File: config.mk
export PLATFORM = sky130hd
export DESIGN_NAME = cdiv
export DESIGN_NICKNAME = d
export VERILOG_FILES = /design/src/rtl/cdiv_pkg.sv /design/src/rtl/cdiv_lane.sv /design/src/rtl/cdiv.sv
export SDC_FILE = /design/constraint.sdc
export NUM_CORES = 2
export LEC_CHECK = 0
export ABC_AREA = 1
export BUFFER_PORTS_ARGS = -buffer_cell sky130_fd_sc_hd__buf_2
export CORE_UTILIZATION = 50
export CTS_CLUSTER_DIAMETER = 100
export CTS_CLUSTER_SIZE = 28
export DETAILED_ROUTE_END_ITERATION = 12
export PLACE_DENSITY = 0.66
export SETUP_SLACK_MARGIN = 0.15
export SYNTH_ARGS = -nofsm -noshare
export SYNTH_HDL_FRONTEND = slang
export SYNTH_HIERARCHICAL = 1
export SYNTH_SLANG_ARGS = --single-unit
export TNS_END_PERCENT = 20
File: constraint.sdc
create_clock -name clk -period 22.4 [get_ports clk]
set_input_delay 2.24 -clock clk [delete_from_list [all_inputs] [get_ports clk]]
set_output_delay 2.24 -clock clk [all_outputs]
set_load 0.01 [all_outputs]
File: src/rtl/cdiv_pkg.sv
// Shared types and width helpers for the iterative complex divider.
// Widths are parameters of cdiv; the helpers derive the internal datapath widths from them.
package cdiv_pkg;

    typedef enum logic [2:0] {
        IDLE,
        PROD,
        CHK,
        DIV,
        DONE
    } state_t;

    localparam int AWIDTH_DEF = 16;
    localparam int BWIDTH_DEF = 16;
    localparam int QWIDTH_DEF = 16;
    localparam int FRAC_DEF   = 15;
    localparam int NWIDTH     = AWIDTH_DEF + BWIDTH_DEF + 1;
    localparam int DWIDTH     = 2 * BWIDTH_DEF;

    function automatic int nwidth(input int aw, input int bw);
        return aw + bw + 1;
    endfunction

    function automatic int dwidth(input int bw);
        return 2 * bw;
    endfunction

    // Symmetric saturation: +/-(2^(qw-1)-1), so the most negative code never appears.
    function automatic logic [31:0] sat_val(input int qw, input logic neg);
        logic [31:0] mag;
        mag = (32'd1 << (qw - 1)) - 32'd1;
        return neg ? (32'd0 - mag) : mag;
    endfunction

endpackage

File: src/rtl/cdiv_lane.sv
// One unsigned restoring-division lane: magnitude |n|*2^FRAC divided by den.
// It produces one quotient bit per step; q_o shows the quotient after the current step.
module cdiv_lane
    import cdiv_pkg::*;
#(
    parameter int MW   = 32,
    parameter int DW   = 32,
    parameter int QW   = 16,
    parameter int FRAC = 15
) (
    input  logic          clk,
    input  logic          load_i,
    input  logic          step_i,
    input  logic [MW-1:0] num_i,
    input  logic [DW-1:0] den_i,
    output logic [QW-2:0] q_o
);

    localparam int SW = MW + FRAC;
    localparam int MQ = QW - 1;

    logic [DW-1:0] rem_q, rem_d;
    logic [MQ-1:0] low_q, low_d;
    logic [MQ-1:0] quo_q, quo_d;
    logic [SW-1:0] full;
    logic [DW:0]   trial;

    // The upper part of the dividend is already below den (the overflow check
    // guarantees it), so it seeds the remainder and only MQ bits remain to shift in.
    always_comb begin
        full  = SW'(num_i) << FRAC;
        trial = {rem_q, low_q[MQ-1]};
        rem_d = rem_q;
        low_d = low_q;
        quo_d = quo_q;
        if (load_i) begin
            rem_d = DW'(full >> MQ);
            low_d = full[MQ-1:0];
            quo_d = '0;
        end else if (step_i) begin
            low_d = low_q << 1;
            if (trial >= {1'b0, den_i}) begin
                rem_d = DW'(trial - {1'b0, den_i});
                quo_d = {quo_q[MQ-2:0], 1'b1};
            end else begin
                rem_d = trial[DW-1:0];
                quo_d = {quo_q[MQ-2:0], 1'b0};
            end
        end
    end

    always_ff @(posedge clk) begin
        rem_q <= rem_d;
        low_q <= low_d;
        quo_q <= quo_d;
    end

    assign q_o = quo_d;

endmodule

File: src/rtl/cdiv.sv
// Iterative complex divider q = a*conj(b)/|b|^2 with two bit-serial lanes sharing d.
// Valid/ready: a transfer happens on a rising edge where valid and ready are both high.
module cdiv
    import cdiv_pkg::*;
#(
    parameter int AWIDTH = 16,
    parameter int BWIDTH = 16,
    parameter int QWIDTH = 16,
    parameter int FRAC   = 15
) (
    input  logic                     clk,
    input  logic                     rst,
    input  logic                     s_valid,
    output logic                     s_ready,
    input  logic signed [AWIDTH-1:0] ar,
    input  logic signed [AWIDTH-1:0] ai,
    input  logic signed [BWIDTH-1:0] br,
    input  logic signed [BWIDTH-1:0] bi,
    output logic                     m_valid,
    input  logic                     m_ready,
    output logic signed [QWIDTH-1:0] qr,
    output logic signed [QWIDTH-1:0] qi,
    output logic                     dbz,
    output logic                     ovf
);

    localparam int NW = nwidth(AWIDTH, BWIDTH);
    localparam int DW = dwidth(BWIDTH);
    localparam int MW = NW - 1;
    localparam int MQ = QWIDTH - 1;
    localparam int SW = MW + FRAC;
    localparam int CW = $clog2(QWIDTH);

    state_t state_q, state_d;
    logic [CW-1:0] cnt_q, cnt_d;
    logic signed [QWIDTH-1:0] qr_q, qr_d, qi_q, qi_d;
    logic dbz_q, dbz_d, ovf_q, ovf_d;

    logic signed [AWIDTH-1:0] ar_q, ai_q;
    logic signed [BWIDTH-1:0] br_q, bi_q;
    logic signed [NW-1:0] nr_q, ni_q, nr_d, ni_d;
    logic [DW-1:0] d_q, d_d;

    logic signed [AWIDTH+BWIDTH-1:0] m_rr, m_ii, m_ir, m_ri;
    logic signed [2*BWIDTH-1:0] m_bb, m_cc;
    logic signed [NW-1:0] abs_r, abs_i;
    logic [MW-1:0] mag_r, mag_i;
    logic [SW-1:0] sh_r, sh_i;
    logic ovf_r, ovf_i, triv_r, triv_i;
    logic [31:0] sat32_r, sat32_i;
    logic [QWIDTH-1:0] ext_r, ext_i;
    logic signed [QWIDTH-1:0] res_r, res_i;
    logic [MQ-1:0] qm_r, qm_i;
    logic lane_load, lane_step;

    always_comb begin
        m_rr = ar_q * br_q;
        m_ii = ai_q * bi_q;
        m_ir = ai_q * br_q;
        m_ri = ar_q * bi_q;
        m_bb = br_q * br_q;
        m_cc = bi_q * bi_q;
        nr_d = NW'(m_rr) + NW'(m_ii);
        ni_d = NW'(m_ir) - NW'(m_ri);
        d_d  = $unsigned(m_bb) + $unsigned(m_cc);
    end

    // A component overflows when |n|*2^FRAC >= d*2^(QWIDTH-1); a zero numerator
    // needs no iterations either, so both count as already resolved in CHK.
    always_comb begin
        abs_r   = nr_q[NW-1] ? -nr_q : nr_q;
        abs_i   = ni_q[NW-1] ? -ni_q : ni_q;
        mag_r   = MW'(abs_r);
        mag_i   = MW'(abs_i);
        sh_r    = (SW'(mag_r) << FRAC) >> MQ;
        sh_i    = (SW'(mag_i) << FRAC) >> MQ;
        ovf_r   = sh_r >= SW'(d_q);
        ovf_i   = sh_i >= SW'(d_q);
        triv_r  = ovf_r || (nr_q == '0);
        triv_i  = ovf_i || (ni_q == '0);
        sat32_r = sat_val(QWIDTH, nr_q[NW-1]);
        sat32_i = sat_val(QWIDTH, ni_q[NW-1]);
        ext_r   = {1'b0, qm_r};
        ext_i   = {1'b0, qm_i};
        res_r   = ovf_r ? QWIDTH'(sat32_r) : (nr_q[NW-1] ? -ext_r : ext_r);
        res_i   = ovf_i ? QWIDTH'(sat32_i) : (ni_q[NW-1] ? -ext_i : ext_i);
    end

    always_comb begin
        state_d   = state_q;
        cnt_d     = cnt_q;
        qr_d      = qr_q;
        qi_d      = qi_q;
        dbz_d     = dbz_q;
        ovf_d     = ovf_q;
        lane_load = 1'b0;
        lane_step = 1'b0;
        case (state_q)
            IDLE: if (s_valid) state_d = PROD;
            PROD: state_d = CHK;
            CHK: begin
                lane_load = 1'b1;
                cnt_d     = '0;
                if (d_q == '0) begin
                    state_d = DONE;
                    qr_d    = '0;
                    qi_d    = '0;
                    dbz_d   = 1'b1;
                    ovf_d   = 1'b0;
                end else if (triv_r && triv_i) begin
                    state_d = DONE;
                    qr_d    = res_r;
                    qi_d    = res_i;
                    dbz_d   = 1'b0;
                    ovf_d   = ovf_r || ovf_i;
                end else begin
                    state_d = DIV;
                end
            end
            DIV: begin
                lane_step = 1'b1;
                cnt_d     = cnt_q + 1'b1;
                if (cnt_q == CW'(MQ - 1)) begin
                    state_d = DONE;
                    qr_d    = res_r;
                    qi_d    = res_i;
                    dbz_d   = 1'b0;
                    ovf_d   = ovf_r || ovf_i;
                end
            end
            DONE: if (m_ready) state_d = IDLE;
            default: state_d = IDLE;
        endcase
    end

    always_ff @(posedge clk) begin
        if (rst) begin
            state_q <= IDLE;
            cnt_q   <= '0;
            qr_q    <= '0;
            qi_q    <= '0;
            dbz_q   <= 1'b0;
            ovf_q   <= 1'b0;
        end else begin
            state_q <= state_d;
            cnt_q   <= cnt_d;
            qr_q    <= qr_d;
            qi_q    <= qi_d;
            dbz_q   <= dbz_d;
            ovf_q   <= ovf_d;
        end
    end

    always_ff @(posedge clk) begin
        if (s_valid && s_ready) begin
            ar_q <= ar;
            ai_q <= ai;
            br_q <= br;
            bi_q <= bi;
        end
        if (state_q == PROD) begin
            nr_q <= nr_d;
            ni_q <= ni_d;
            d_q  <= d_d;
        end
    end

    cdiv_lane #(.MW(MW), .DW(DW), .QW(QWIDTH), .FRAC(FRAC)) u_lane_r (
        .clk    (clk),
        .load_i (lane_load),
        .step_i (lane_step),
        .num_i  (mag_r),
        .den_i  (d_q),
        .q_o    (qm_r)
    );

    cdiv_lane #(.MW(MW), .DW(DW), .QW(QWIDTH), .FRAC(FRAC)) u_lane_i (
        .clk    (clk),
        .load_i (lane_load),
        .step_i (lane_step),
        .num_i  (mag_i),
        .den_i  (d_q),
        .q_o    (qm_i)
    );

    assign s_ready = (state_q == IDLE) && !rst;
    assign m_valid = (state_q == DONE);
    assign qr      = qr_q;
    assign qi      = qi_q;
    assign dbz     = dbz_q;
    assign ovf     = ovf_q;

endmodule

==> flow_summary.toml <==
[floorplan]
die_x_um = 402
core_area_mm2 = 0.159
io_pins = 104
die-area_mm2 = 0.161
start_util_pct = 50.4
die_y_um = 402
fp-row-count = 146

[finish]
seqCellArea_mm2 = 0.00821
multi_input_area_mm2 = 0.0589
layout-drive-gt1-share_pct = 3.56
syn2layout_area_growth_pct = 4.41
fin_nets = 12000
n_fill_cell = 15000

[critical_path]
crit_type = "reg -> reg"
rrSetupSlack_ns = 13.72
worst_ep_arrival_time_ns = 9.19
required_ns = 22.91
start_kind = "flip-flop"
endpoint_kind = "flip-flop"
crit_fanout = 31
r2r_cells = 26
regToRegStartpoint = "bi_q[0]$_DFFE_PP_"
r2r-end = "nr_q[26]$_DFFE_PP_"

[yosys]
syn_inst = 9795
synth_top_area_share_pct = 42.5
postSynth.asyncResetShare_pct = 0
synth_warnings = 6
synth_flop_cell = "edfxtp_1"
synth_cell_type_count = 60
synth_most_common_cell = "inv_1"
ys_seq_area_share_pct = 10.3
synth-edff-count = 226
ys_top_cells_by_area = "fa_1 42%, inv_1 14%, nand2_1 11%"
syn_area_mm2 = 0.0799
synth_seq_cells = 297
yosys.area.top_type = "fa_1"
synthTopCellsByCount = "3012 x inv_1, 2267 x nand2_1, 1695 x fa_1"
syn_nets = 12200
syn_avg_cell_area_um2 = 8.16

[clock_tree]
cts_sinks = 297
cts_max_level = 1
clk_pin_slew_worst_paths_ns = 0.10
cts_tree = "done"
cts_resized = 0
clk_latency_ns = 0.71
postCtsHoldBufs = 0
cts-buffers-inserted = 27
postCtsSetupRepairBufs = 0
clockBufferDepth = 3
cts-root-buf = "clkbuf_16"

[timing]
post-route-period-util_pct = 38.8
drv_slew = 0
slew_headroom_pct = 35.1
worst-slew-pin-transition_ns = 0.973
fmax_mhz = 115
rsz0062_at_grt = "false"
setup_viol = 0
fin_skew_ns = 0.0490
tns_ns = 0
layout_min_cycle_time_ns = 8.68
hold_violations = 0

[global_routing]
grt_overflow = 0
grt_usage_pct = 28.5
grt_antenna_before_repair = 1
grt_max_degree = 72
grt_pass1_vias = 65200
grt_pass1_wl_um = 357000

[placed_design]
port-buffer-count = 103
gp_congestion = 0.931
dp_hpwl_um = 176000

[worst_hold_path]
min_path_type = "reg -> reg"
holdPathEnd = "dbz$_SDFFE_PP0P_"
hp-start = "dbz$_SDFFE_PP0P_"
hold_depth = 2

[route]
drc_errors = 0
vias = 60100
viasPerCell = 5.10
drt_wl_total_um = 220000
wl_per_cell_um = 18.6
antenna_left = 0
drt_first_pass_iters = 6
drtIter0Drc = 4178

[run]
maxCapViolCount = 0

[status]
status = "completed"
## cell usage in the layout, fill, tap and decap left out, types with 103 or more instances in the layout
master | Yosys | layout
ha_1 | 594 | 594
buf_2 | 16 | 103
xnor2_1 | 120 | 120
fa_1 | 1695 | 1695
xor2_1 | 150 | 150
nand3_1 | 218 | 218
a21oi_1 | 186 | 186
nor2_1 | 431 | 431
nand2_1 | 2267 | 2267
edfxtp_1 | 226 | 226
inv_1 | 3012 | 3011
## registers in the layout, indices dropped and copies added, names as in the netlist
| register | flops |
|---|---|
| cnt_q | 4 |
| state_q | 3 |
| ai_q | 16 |
| ni_q | 33 |
| u_lane_r/quo_q | 15 |
| qr | 16 |
| dbz | 1 |
| u_lane_r/rem_q | 32 |
| br_q | 16 |
| bi_q | 16 |
| qi | 16 |
| ar_q | 16 |
| d_q | 32 |
| u_lane_i/rem_q | 32 |
| nr_q | 33 |
| ovf | 1 |
| u_lane_i/quo_q | 15 |
## cell type report
| cell class | instances | share of cell area (%) |
|---|---|---|
| Timing Repair Buffer | 190 | 1.40 |
| Multi-Input combinational cell | 6124 | 70.6 |
| Clock buffer | 27 | 0.810 |
| Inverter | 3050 | 13.7 |
| Clock inverter | 23 | 0.472 |
| Antenna cell | 1 | 0.00300 |
| Tap cell | 2072 | 3.11 |
| Sequential cell | 297 | 9.84 |
## routing by layer
metal | up-vias | track usage (%) | wire, um
met4 | 2 | 11.7 | 11100
met3 | 405 | 2.95 | 14100
met2 | 1993 | 48.2 | 105000
met5 | - | 0 | 13
met1 | 30000 | 37.3 | 89500
li1 | 27700 | - | -
## per-stage QoR
stage	instances	instance area [um2]	utilization, %	setup WS, ns	hold slack (ns)
after floorplan	9795	79900	-	14.54	0.468
after global placement	11700	82300	51.9	13.81	0.446
after detailed placement	11700	82300	51.9	13.82	0.454
after CTS	11800	83400	52.6	13.79	0.469
after global routing	11800	83400	52.6	13.36	0.483
final	11800	83400	52.6	13.72	0.467
## cell families (layout without fill, tap and decap cells)
kind of cell    Yosys count  in the layout  synth area share (%)
compound gates          390            390                  2.79
xor+xnor                270            270                  2.96
fa+ha+maj              2289           2289                  51.8
buf+inv                3374           3290                  16.0
flops                   297            297                  10.3
other cells               1              2               0.00469
simple gates           3174           3174                  16.2
## worst max-delay path, stage by stage (launching register included)
cell and delay [ns]:
edfxtp_1 0.39, buf_4 0.31, buf_4 0.51, nand2_1 0.29, inv_1 0.59, fa_1 0.53
inv_1 0.08, fa_1 0.43, fa_1 0.49, inv_1 0.05, fa_1 0.48, fa_1 0.57
fa_1 0.43, fa_1 0.49, inv_1 0.05, fa_1 0.47, inv_1 0.04, ha_1 0.34
nand2_1 0.08, inv_1 0.12, nand3_1 0.12, nor3_1 0.55, nand4_1 0.24, nand3_1 0.24
nand2_1 0.08, nand2_1 0.12, xor2_1 0.32
## worst max-delay path by stage
stage / start / to / slack (ns) / cells past startpoint
after floorplan: state_q[0]$_SDFFE_PP0P_ / d_q[0]$_DFFE_PP_ / 14.54 / 2
after global placement: bi_q[0]$_DFFE_PP_ / nr_q[26]$_DFFE_PP_ / 13.81 / 24
after detailed placement: bi_q[0]$_DFFE_PP_ / nr_q[26]$_DFFE_PP_ / 13.82 / 26
after CTS: bi_q[0]$_DFFE_PP_ / nr_q[26]$_DFFE_PP_ / 13.79 / 26
after global routing: bi_q[0]$_DFFE_PP_ / nr_q[26]$_DFFE_PP_ / 13.36 / 24
final: bi_q[0]$_DFFE_PP_ / nr_q[26]$_DFFE_PP_ / 13.72 / 26
Power is left out: the tool's default activity adds up to more than one toggle a clock period on the data nets, which glitch-free logic cannot reach.
